<file path="config.mk">
export PLATFORM = sky130hd
export DESIGN_NAME = cache_control_flat
export DESIGN_NICKNAME = d
export VERILOG_FILES = /design/src/rtl/cache_types_pkg.sv /design/src/rtl/cache_control_if.sv /design/src/rtl/sat_counter.sv /design/src/rtl/cache_control.sv /design/src/flat_wrapper.sv
export SDC_FILE = /design/constraint.sdc
export NUM_CORES = 1
export LEC_CHECK = 0
export BUFFER_PORTS_ARGS = -buffer_cell sky130_fd_sc_hd__buf_4
export CAP_MARGIN = 20
export CELL_PAD_IN_SITES_DETAIL_PLACEMENT = 0
export CELL_PAD_IN_SITES_GLOBAL_PLACEMENT = 1
export CORE_UTILIZATION = 42
export CTS_CLUSTER_SIZE = 10
export DETAILED_ROUTE_END_ITERATION = 10
export GPL_TIMING_DRIVEN = 0
export PLACE_DENSITY_LB_ADDON = 0.12
export SLEW_MARGIN = 30
export SYNTH_ARGS = -nofsm -noshare
export SYNTH_HDL_FRONTEND = slang
export SYNTH_SLANG_ARGS = --single-unit
</file>
<file path="constraint.sdc">
create_clock -name clk -period 3.4 [get_ports clk]
set_clock_uncertainty 0.1 [all_clocks]
set_input_delay 0.85 -clock clk [delete_from_list [all_inputs] [get_ports clk]]
set_output_delay 0.85 -clock clk [all_outputs]
set_load 0.03 [all_outputs]
</file>
<file path="src/rtl/cache_types_pkg.sv">
// Shared types and constants for the direct-mapped cache controller.
package cache_types_pkg;

   localparam int NUM_SETS = 8;
   localparam int INDEX_W  = $clog2(NUM_SETS);
   localparam int CNT_W    = 16;

   // Data store write source
   localparam logic DATA_SRC_PMEM = 1'b0;
   localparam logic DATA_SRC_CPU  = 1'b1;

   // Physical memory address source
   localparam logic PMEM_ADDR_CPU = 1'b0;
   localparam logic PMEM_ADDR_WB  = 1'b1;

   typedef enum logic [1:0] {
      ST_IDLE      = 2'd0,
      ST_WRITEBACK = 2'd1,
      ST_ALLOCATE  = 2'd2
   } cache_state_t;

endpackage

</file>
<file path="src/rtl/cache_control_if.sv">
// Control bundle between the cache controller, the CPU/datapath and physical memory.
interface cache_control_if;

   logic mem_read;
   logic mem_write;
   logic mem_resp;
   logic hit;
   logic valid;
   logic dirty;
   logic pmem_read;
   logic pmem_write;
   logic pmem_resp;
   logic valid_load;
   logic tag_load;
   logic data_load;
   logic dirty_load;
   logic dirty_in;
   logic data_src_sel;
   logic pmem_addr_sel;

   // Controller side
   modport master (
      input  mem_read, mem_write, hit, valid, dirty, pmem_resp,
      output mem_resp, pmem_read, pmem_write,
      output valid_load, tag_load, data_load, dirty_load, dirty_in,
      output data_src_sel, pmem_addr_sel
   );

   // CPU / datapath / memory side
   modport slave (
      output mem_read, mem_write, hit, valid, dirty, pmem_resp,
      input  mem_resp, pmem_read, pmem_write,
      input  valid_load, tag_load, data_load, dirty_load, dirty_in,
      input  data_src_sel, pmem_addr_sel
   );

endinterface

</file>
<file path="src/rtl/sat_counter.sv">
// Saturating up-counter with synchronous clear; holds at all-ones.
module sat_counter #(
   parameter int CNT_W = cache_types_pkg::CNT_W
) (
   input  logic             clk,
   input  logic             clr,
   input  logic             inc,
   output logic [CNT_W-1:0] count
);

   localparam logic [CNT_W-1:0] CNT_ONE = CNT_W'(1);
   localparam logic [CNT_W-1:0] CNT_MAX = '1;

   logic [CNT_W-1:0] count_reg;

   // Clear has priority; increment stops once the counter is full
   always_ff @(posedge clk) begin
      if (clr) begin
         count_reg <= '0;
      end else if (inc && (count_reg != CNT_MAX)) begin
         count_reg <= count_reg + CNT_ONE;
      end
   end

   assign count = count_reg;

endmodule

</file>
<file path="src/rtl/cache_control.sv">
// Direct-mapped cache controller: IDLE / WRITEBACK / ALLOCATE FSM plus
// hit, miss and writeback performance counters.
module cache_control #(
   parameter int NUM_SETS = cache_types_pkg::NUM_SETS,
   parameter int CNT_W    = cache_types_pkg::CNT_W
) (
   input  logic                    clk,
   input  logic                    rst,
   cache_control_if.master         bus,
   output logic [CNT_W-1:0]        hit_count,
   output logic [CNT_W-1:0]        miss_count,
   output logic [CNT_W-1:0]        wb_count
);

   import cache_types_pkg::*;

   // The valid/dirty/tag stores are sized from the package; refuse a mismatch
   if ((NUM_SETS != cache_types_pkg::NUM_SETS) || (NUM_SETS != (1 << INDEX_W))) begin : g_sets_check
      $error("cache_control: NUM_SETS does not match the store geometry");
   end

   cache_state_t state_reg;
   cache_state_t state_next;
   logic         refill_reg;
   logic         req;
   logic [2:0]   cnt_inc;
   logic [CNT_W-1:0] cnt_val [3];

   // A simultaneous read and write is serviced as a write
   assign req = bus.mem_read | bus.mem_write;

   // State register
   always_ff @(posedge clk) begin
      if (rst) begin
         state_reg <= ST_IDLE;
      end else begin
         state_reg <= state_next;
      end
   end

   // Refill flag: the IDLE cycle right after a refill is the replayed miss, not a hit
   always_ff @(posedge clk) begin
      if (rst) begin
         refill_reg <= 1'b0;
      end else if ((state_reg == ST_ALLOCATE) && bus.pmem_resp) begin
         refill_reg <= 1'b1;
      end else if (state_reg == ST_IDLE) begin
         refill_reg <= 1'b0;
      end
   end

   // Next-state logic
   always_comb begin
      state_next = state_reg;
      case (state_reg)
         ST_IDLE: begin
            if (req && !bus.hit) begin
               state_next = (bus.valid && bus.dirty) ? ST_WRITEBACK : ST_ALLOCATE;
            end
         end
         ST_WRITEBACK: begin
            if (bus.pmem_resp) state_next = ST_ALLOCATE;
         end
         ST_ALLOCATE: begin
            if (bus.pmem_resp) state_next = ST_IDLE;
         end
         default: state_next = ST_IDLE;
      endcase
   end

   // Output decode; every output idles low
   always_comb begin
      bus.mem_resp      = 1'b0;
      bus.pmem_read     = 1'b0;
      bus.pmem_write    = 1'b0;
      bus.valid_load    = 1'b0;
      bus.tag_load      = 1'b0;
      bus.data_load     = 1'b0;
      bus.dirty_load    = 1'b0;
      bus.dirty_in      = 1'b0;
      bus.data_src_sel  = DATA_SRC_PMEM;
      bus.pmem_addr_sel = PMEM_ADDR_CPU;
      case (state_reg)
         ST_IDLE: begin
            if (bus.mem_write && bus.hit) begin
               bus.data_load    = 1'b1;
               bus.data_src_sel = DATA_SRC_CPU;
               bus.dirty_load   = 1'b1;
               bus.dirty_in     = 1'b1;
               bus.mem_resp     = 1'b1;
            end else if (bus.mem_read && bus.hit) begin
               bus.mem_resp = 1'b1;
            end
         end
         ST_WRITEBACK: begin
            bus.pmem_write    = 1'b1;
            bus.pmem_addr_sel = PMEM_ADDR_WB;
         end
         ST_ALLOCATE: begin
            bus.pmem_read     = 1'b1;
            bus.pmem_addr_sel = PMEM_ADDR_CPU;
            if (bus.pmem_resp) begin
               bus.data_load    = 1'b1;
               bus.tag_load     = 1'b1;
               bus.valid_load   = 1'b1;
               bus.dirty_load   = 1'b1;
               bus.data_src_sel = DATA_SRC_PMEM;
               bus.dirty_in     = 1'b0;
            end
         end
         default: ;
      endcase
   end

   // Counter increment strobes: [0] hit, [1] miss, [2] writeback
   always_comb begin
      cnt_inc    = 3'b000;
      cnt_inc[0] = (state_reg == ST_IDLE) && req && bus.hit && !refill_reg;
      cnt_inc[1] = (state_reg == ST_IDLE) && req && !bus.hit;
      cnt_inc[2] = (state_reg == ST_WRITEBACK) && bus.pmem_resp;
   end

   for (genvar gi = 0; gi < 3; gi++) begin : g_cnt
      sat_counter #(.CNT_W(CNT_W)) u_cnt (
         .clk   (clk),
         .clr   (rst),
         .inc   (cnt_inc[gi]),
         .count (cnt_val[gi])
      );
   end

   assign hit_count  = cnt_val[0];
   assign miss_count = cnt_val[1];
   assign wb_count   = cnt_val[2];

endmodule

</file>
<file path="src/flat_wrapper.sv">
// flat-port wrapper written by rule: the top's interface ports become plain ports
module cache_control_flat import cache_types_pkg::*;
#(
   parameter int NUM_SETS = cache_types_pkg::NUM_SETS,
   parameter int CNT_W    = cache_types_pkg::CNT_W
)
  (clk, rst, hit_count, miss_count, wb_count, bus_mem_read, bus_mem_write, bus_hit, bus_valid, bus_dirty, bus_pmem_resp, bus_mem_resp, bus_pmem_read, bus_pmem_write, bus_valid_load, bus_tag_load, bus_data_load, bus_dirty_load, bus_dirty_in, bus_data_src_sel, bus_pmem_addr_sel);
  cache_control_if bus_i ();
  input  logic clk;
  input  logic rst;
  output logic [CNT_W-1:0] hit_count;
  output logic [CNT_W-1:0] miss_count;
  output logic [CNT_W-1:0] wb_count;
  input wire logic [$bits(bus_i.mem_read)-1:0] bus_mem_read;
  input wire logic [$bits(bus_i.mem_write)-1:0] bus_mem_write;
  input wire logic [$bits(bus_i.hit)-1:0] bus_hit;
  input wire logic [$bits(bus_i.valid)-1:0] bus_valid;
  input wire logic [$bits(bus_i.dirty)-1:0] bus_dirty;
  input wire logic [$bits(bus_i.pmem_resp)-1:0] bus_pmem_resp;
  output wire logic [$bits(bus_i.mem_resp)-1:0] bus_mem_resp;
  output wire logic [$bits(bus_i.pmem_read)-1:0] bus_pmem_read;
  output wire logic [$bits(bus_i.pmem_write)-1:0] bus_pmem_write;
  output wire logic [$bits(bus_i.valid_load)-1:0] bus_valid_load;
  output wire logic [$bits(bus_i.tag_load)-1:0] bus_tag_load;
  output wire logic [$bits(bus_i.data_load)-1:0] bus_data_load;
  output wire logic [$bits(bus_i.dirty_load)-1:0] bus_dirty_load;
  output wire logic [$bits(bus_i.dirty_in)-1:0] bus_dirty_in;
  output wire logic [$bits(bus_i.data_src_sel)-1:0] bus_data_src_sel;
  output wire logic [$bits(bus_i.pmem_addr_sel)-1:0] bus_pmem_addr_sel;
  assign bus_i.mem_read = bus_mem_read;
  assign bus_i.mem_write = bus_mem_write;
  assign bus_i.hit = bus_hit;
  assign bus_i.valid = bus_valid;
  assign bus_i.dirty = bus_dirty;
  assign bus_i.pmem_resp = bus_pmem_resp;
  assign bus_mem_resp = bus_i.mem_resp;
  assign bus_pmem_read = bus_i.pmem_read;
  assign bus_pmem_write = bus_i.pmem_write;
  assign bus_valid_load = bus_i.valid_load;
  assign bus_tag_load = bus_i.tag_load;
  assign bus_data_load = bus_i.data_load;
  assign bus_dirty_load = bus_i.dirty_load;
  assign bus_dirty_in = bus_i.dirty_in;
  assign bus_data_src_sel = bus_i.data_src_sel;
  assign bus_pmem_addr_sel = bus_i.pmem_addr_sel;
  cache_control #(.NUM_SETS(NUM_SETS), .CNT_W(CNT_W)) u_core (.clk(clk), .rst(rst), .bus(bus_i), .hit_count(hit_count), .miss_count(miss_count), .wb_count(wb_count));
endmodule
</file>
# ---- Yosys cells after proc, flatten, opt, wreduce, memory -nomap -nowiden
# Cells that the tools add are included.
dict set report word_totals {
  input_bits 8
  reg_bits 51
  out_inout_bits 58
}
dict set report op_classes {
  mux 17
  n_reduce_logical 18
  bitwise 1
  n_eq_ne 8
  n_addsub 3
}
# cell n
set op_table {}
lappend op_table {{adder 16 x 1 -> 16 bit (second input constant)} 3}
lappend op_table {{inequality test 16 bit (second input constant)} 3}
lappend op_table {{logical AND 1 bit} 13}
lappend op_table {{2-to-1 mux 1 bit} 11}
lappend op_table {{2-to-1 mux 2 bit} 4}
lappend op_table {{one-hot mux 2 bit (3 select lines)} 1}
lappend op_table {{inequality test 2 bit (second input constant)} 2}
lappend op_table {{AND reduction 3 bit} 1}
lappend op_table {{equality test 2 x 1 -> 1 bit (second input constant)} 1}
lappend op_table {{equality test 2 bit (second input constant)} 1}
lappend op_table {{logical NOT 1 bit} 2}
lappend op_table {{logical NOT 2 bit} 1}
lappend op_table {{inequality test 2 x 1 -> 1 bit (second input constant)} 1}
lappend op_table {{one-hot mux 1 bit (2 select lines)} 1}
lappend op_table {{nonzero test 2 bit} 1}
lappend op_table {{OR 1 bit} 1}

# ---- Logic depth before layout (Yosys ltp)
dict set report logic_depth {
  word_depth 5
  depth_mapped 7
  depth_no_buf 6
}

# ---- By module
# A second synthesis with hierarchy kept.
dict set report unflattened {
  cells_unflattened 326
  hier_area_um2 2786.4
}
# mod area_each_um2 cells_each seq_area_each_um2 instances
set modules_own_cells {}
lappend modules_own_cells {sat_counter 848.3 99 320.3 3}
lappend modules_own_cells {cache_control 241.5 29 60.1 1}

# ---- Worst setup path before layout
# No wires, ideal clock.
dict set report synth_path {
  path_kind {register to output}
  startpoint {register u_core.state_reg[1]}
  endpoint {output bus_dirty_load}
  slack_ps 662
  stages_incl_launch_ff 5
  required_time_ps 2450
  arrival_ps 1788
  path_cell_list {dfxtp_1 nor2b_1 and2_1 or2_2 buf_4}
}
dict set report synth_between {
  elab_chain_len 2
  elab_cells_between_ends 3
  cone_classes {eq/ne: 1; mux: 1; reduce/logical: 1}
}
# item line
set synth_lines {}
lappend synth_lines {{start: declaration} cache_control.sv:22} ;# cache_state_t state_reg;
lappend synth_lines {{start signal: assignment} cache_control.sv:37} ;# state_reg <= state_next;
lappend synth_lines {{equality test 2 bit / logical NOT 2 bit (equally long branches)} -}
lappend synth_lines {{one-hot mux 1 bit (2 select lines) *} -}
lappend synth_lines {{end: declaration} flat_wrapper.sv:26} ;# output wire logic [$bits(bus_i.dirty_load)-1:0] bus_dirty_load;
# Every way passes the cells marked *; elsewhere a longest branch is shown, timed or not.

# ---- Worst setup path in the final report
dict set report layout_path {
  startpoint {input bus_pmem_resp}
  endpoint {output bus_dirty_load}
}
dict set report layout_between {
  elab_chain_len 2
}
# item line
set layout_lines {}
lappend layout_lines {{start: declaration} flat_wrapper.sv:19} ;# input wire logic [$bits(bus_i.pmem_resp)-1:0] bus_pmem_resp;
lappend layout_lines {{2-to-1 mux 1 bit} cache_control.sv:102} ;# if (bus.pmem_resp) begin
lappend layout_lines {{one-hot mux 1 bit (2 select lines)} cache_control.sv:83} ;# case (state_reg)
# No other way between the ends.

==> metrics.md <==
| Metric | Value |
|---|---|
| Outcome | `complete, no violations` |
| Crit start category | `input port` |
| Largest net degree at the start of global routing | `14` |
| Total Wirelength | `5890 µm` |
| Vias in the first global route | `2096` |
| Final core utilization | `54.6%` |
| First-pass GRT wire length | `9880 µm` |
| Syn_nets | `313` |
| Clk buf depth | `2` |
| Cts hold-fix bufs | `0` |
| Max-cap violations | `0` |
| Clk_lat worst skew | `0.30 ns` |
| Ranking of synthesized cells by area | `dfxtp_1 40%, xnor2_1 9.6%, nor2_1 7.5%` |
| Initial Util | `43.5%` |
| Pins Over Slew Limit | `0` |
| Top FF cell, synth | `dfxtp_1` |
| Async SR Flop Fraction | `0%` |
| Max VDD drop | `0.178 mV` |
| Mean Syn Cell Area | `8.48 µm²` |
| CTS H-tree lvls | `2` |
| Area of the die | `6420 µm²` |
| Die height | `80.1 µm` |
| Post-route cell area | `3220 µm²` |
| Fin. Hold Viols | `0` |
| Worst setup EP type | `output port` |
| Slew @ Worst Pin | `0.806 ns` |
| Die X | `80.1 µm` |
| Reg clk slew, reported paths | `0.08 ns` |
| Antenna diodes | `0` |
| Reg2reg setup slack | `1.15 ns` |
| Area growth syn-to-layout | `25.5%` |
| YS warnings | `0` |
| Pwr/cell area | `329 nW/µm²` |
| Yosys reg bits | `51` |
| Critical Path Fanout Max | `7` |
| Initial DRT Pass Iterations | `6` |
| Final Critical Period | `2.75 ns` |
| Crit path DAT | `1.80 ns` |
| GP Congestion | `0.846` |
| Final setup viols | `0` |
| Gr ovfl total | `0` |
| Filler instances | `596` |
| Area share of the largest cell type after synthesis | `39.8%` |
| I/O pin count | `66` |
| Post-synth EDFFs | `0` |
| Yosys top cell by area | `dfxtp_1` |
| Placed cell areas | `3140 µm²` |
| IO Port Bufs | `64` |
| Number of core rows | `28` |
| Leakage | `1.19 nW` |
| Initial antenna violation count | `0` |
| Max transition margin | `45.8%` |
| Unique cell type count in the Yosys netlist | `46` |
| Vias per inst | `5.27` |
| Global-route usage over all layers | `19.9%` |
| Sequential fraction of the synthesis area | `39.8%` |
| Critical path class | `input port to output port` |
| Number of flip-flops in the largest register | `48` |
| Total negative slack | `0 ns` |
| WL per Instance | `13.2 µm` |
| Unrepaired setup endpoints after global routing | `false` |
| Hold WS | `0.416 ns` |
| Post-CTS Setup Repair Bufs | `0` |
| CTS tree | `yes` |
| TritonCTS sink count | `51` |
| CTS root buf | `clkbuf_8` |
| Post-DP HPWL | `4390 µm` |
| DRC | `0` |
| Worst hold path type | `flop to flop` |
| Antenna Nets Post-Route | `0` |
| Required @ worst endpoint | `2.45 ns` |
| Post-Synthesis Cell Area | `2560 µm²` |
| Detailed Route Iter0 Violations | `126` |
| Final net count | `384` |
| Fraction of layout cells with a size suffix above 1 | `23.1%` |
| Vias post-DR | `2357` |
| Core Region | `5890 µm²` |
| Syn Inst Count | `302` |
| TritonCTS Buffers | `5` |
| Period Utilization, post-route | `80.8%` |
| Footprint of the multi-input gates | `1470 µm²` |
| F_max | `0.364 GHz` |
| PostCTS Resize Cnt | `0` |
| FF+latch area | `1020 µm²` |
-- Yosys cell counts (6+ instances only) --
library cell / number
nand2_1: 18
and4_1: 6
nand3_1: 15
nand4_1: 10
a21oi_1: 9
clkbuf_1: 9
nor3_1: 16
dfxtp_1: 51
xor2_1: 7
and3_1: 7
nor2_1: 51
nor4_1: 12
xnor2_1: 28
-- cell families after synthesis --
logic type      share of synthesized area [%]
buf+inv                                  3.12
xor+xnor                                 12.0
mux                                      1.56
compound gates                           8.35
flops                                    39.8
fa+ha+maj                                1.46
simple gates                             33.7
-- per-stage QoR --
step / cells / setup WS, ns / total power, mW
final: 447 / 0.654 / 1.06
after global placement: 441 / 0.665 / 0.742
after CTS: 447 / 0.654 / 1.07
after detailed placement: 441 / 0.653 / 0.742
after floorplan: 302 / 0.662 / 0.700
after global routing: 447 / 0.631 / 1.11
-- final timing paths --
check,endpoint,startpoint,cells past startpoint
worst max-delay path,bus_dirty_load,bus_pmem_resp,5
worst min-delay path,u_core.refill_reg$_SDFFE_PP0P_,u_core.refill_reg$_SDFFE_PP0P_,2
worst max register to register,u_core.g_cnt[1].u_cnt.count[14]$_SDFFE_PP0P_,u_core.g_cnt[1].u_cnt.count[0]$_SDFFE_PP0P_,6
worst min register to register,u_core.refill_reg$_SDFFE_PP0P_,u_core.refill_reg$_SDFFE_PP0P_,2
-- worst max-delay path: stages --
cell    delay [ns]
buf_4         0.14
and2_1        0.18
or2_2         0.33
buf_4         0.14
buf_4         0.15
-- power by group --
part	total [mW]	internal [mW]	switching, mW
logic	0.113	0.0436	0.0697
clock network	0.330	0.138	0.192
registers	0.614	0.604	0.00976
-- per-layer routing --
| layer | track usage [%] | vias to the layer above | share of wire (%) |
|---|---|---|---|
| li1 | - | 1218 | - |
| met5 | 0 | - | 0 |
| met2 | 30.0 | 58 | 44 |
| met1 | 27.9 | 1073 | 49 |
| met3 | 3.75 | 8 | 5.4 |
| met4 | 7.50 | 0 | 1.5 |
-- layout make-up --
type | instances | share of cell area [%]
Multi-Input combinational cell | 234 | 45.6
Timing Repair Buffer | 64 | 14.9
Sequential cell | 51 | 31.8
Inverter | 3 | 0.350
Buffer | 14 | 2.14
Tap cell | 75 | 2.92
Clock buffer | 6 | 2.26
-- cell usage in the layout, fill, tap and decap left out, types with 5 or more instances in the layout --
master and count:
nor4_1 11, xor2_1 7, and3_1 7, nor3_1 16, xnor2_1 28, clkbuf_8 5
and4_1 6, nor2_1 51, clkbuf_1 10, nand2_1 18, buf_4 68, dfxtp_1 51
nand3_1 15, a21oi_1 9, nand4_1 10
No activity file was read; power rests on OpenSTA's default activity.
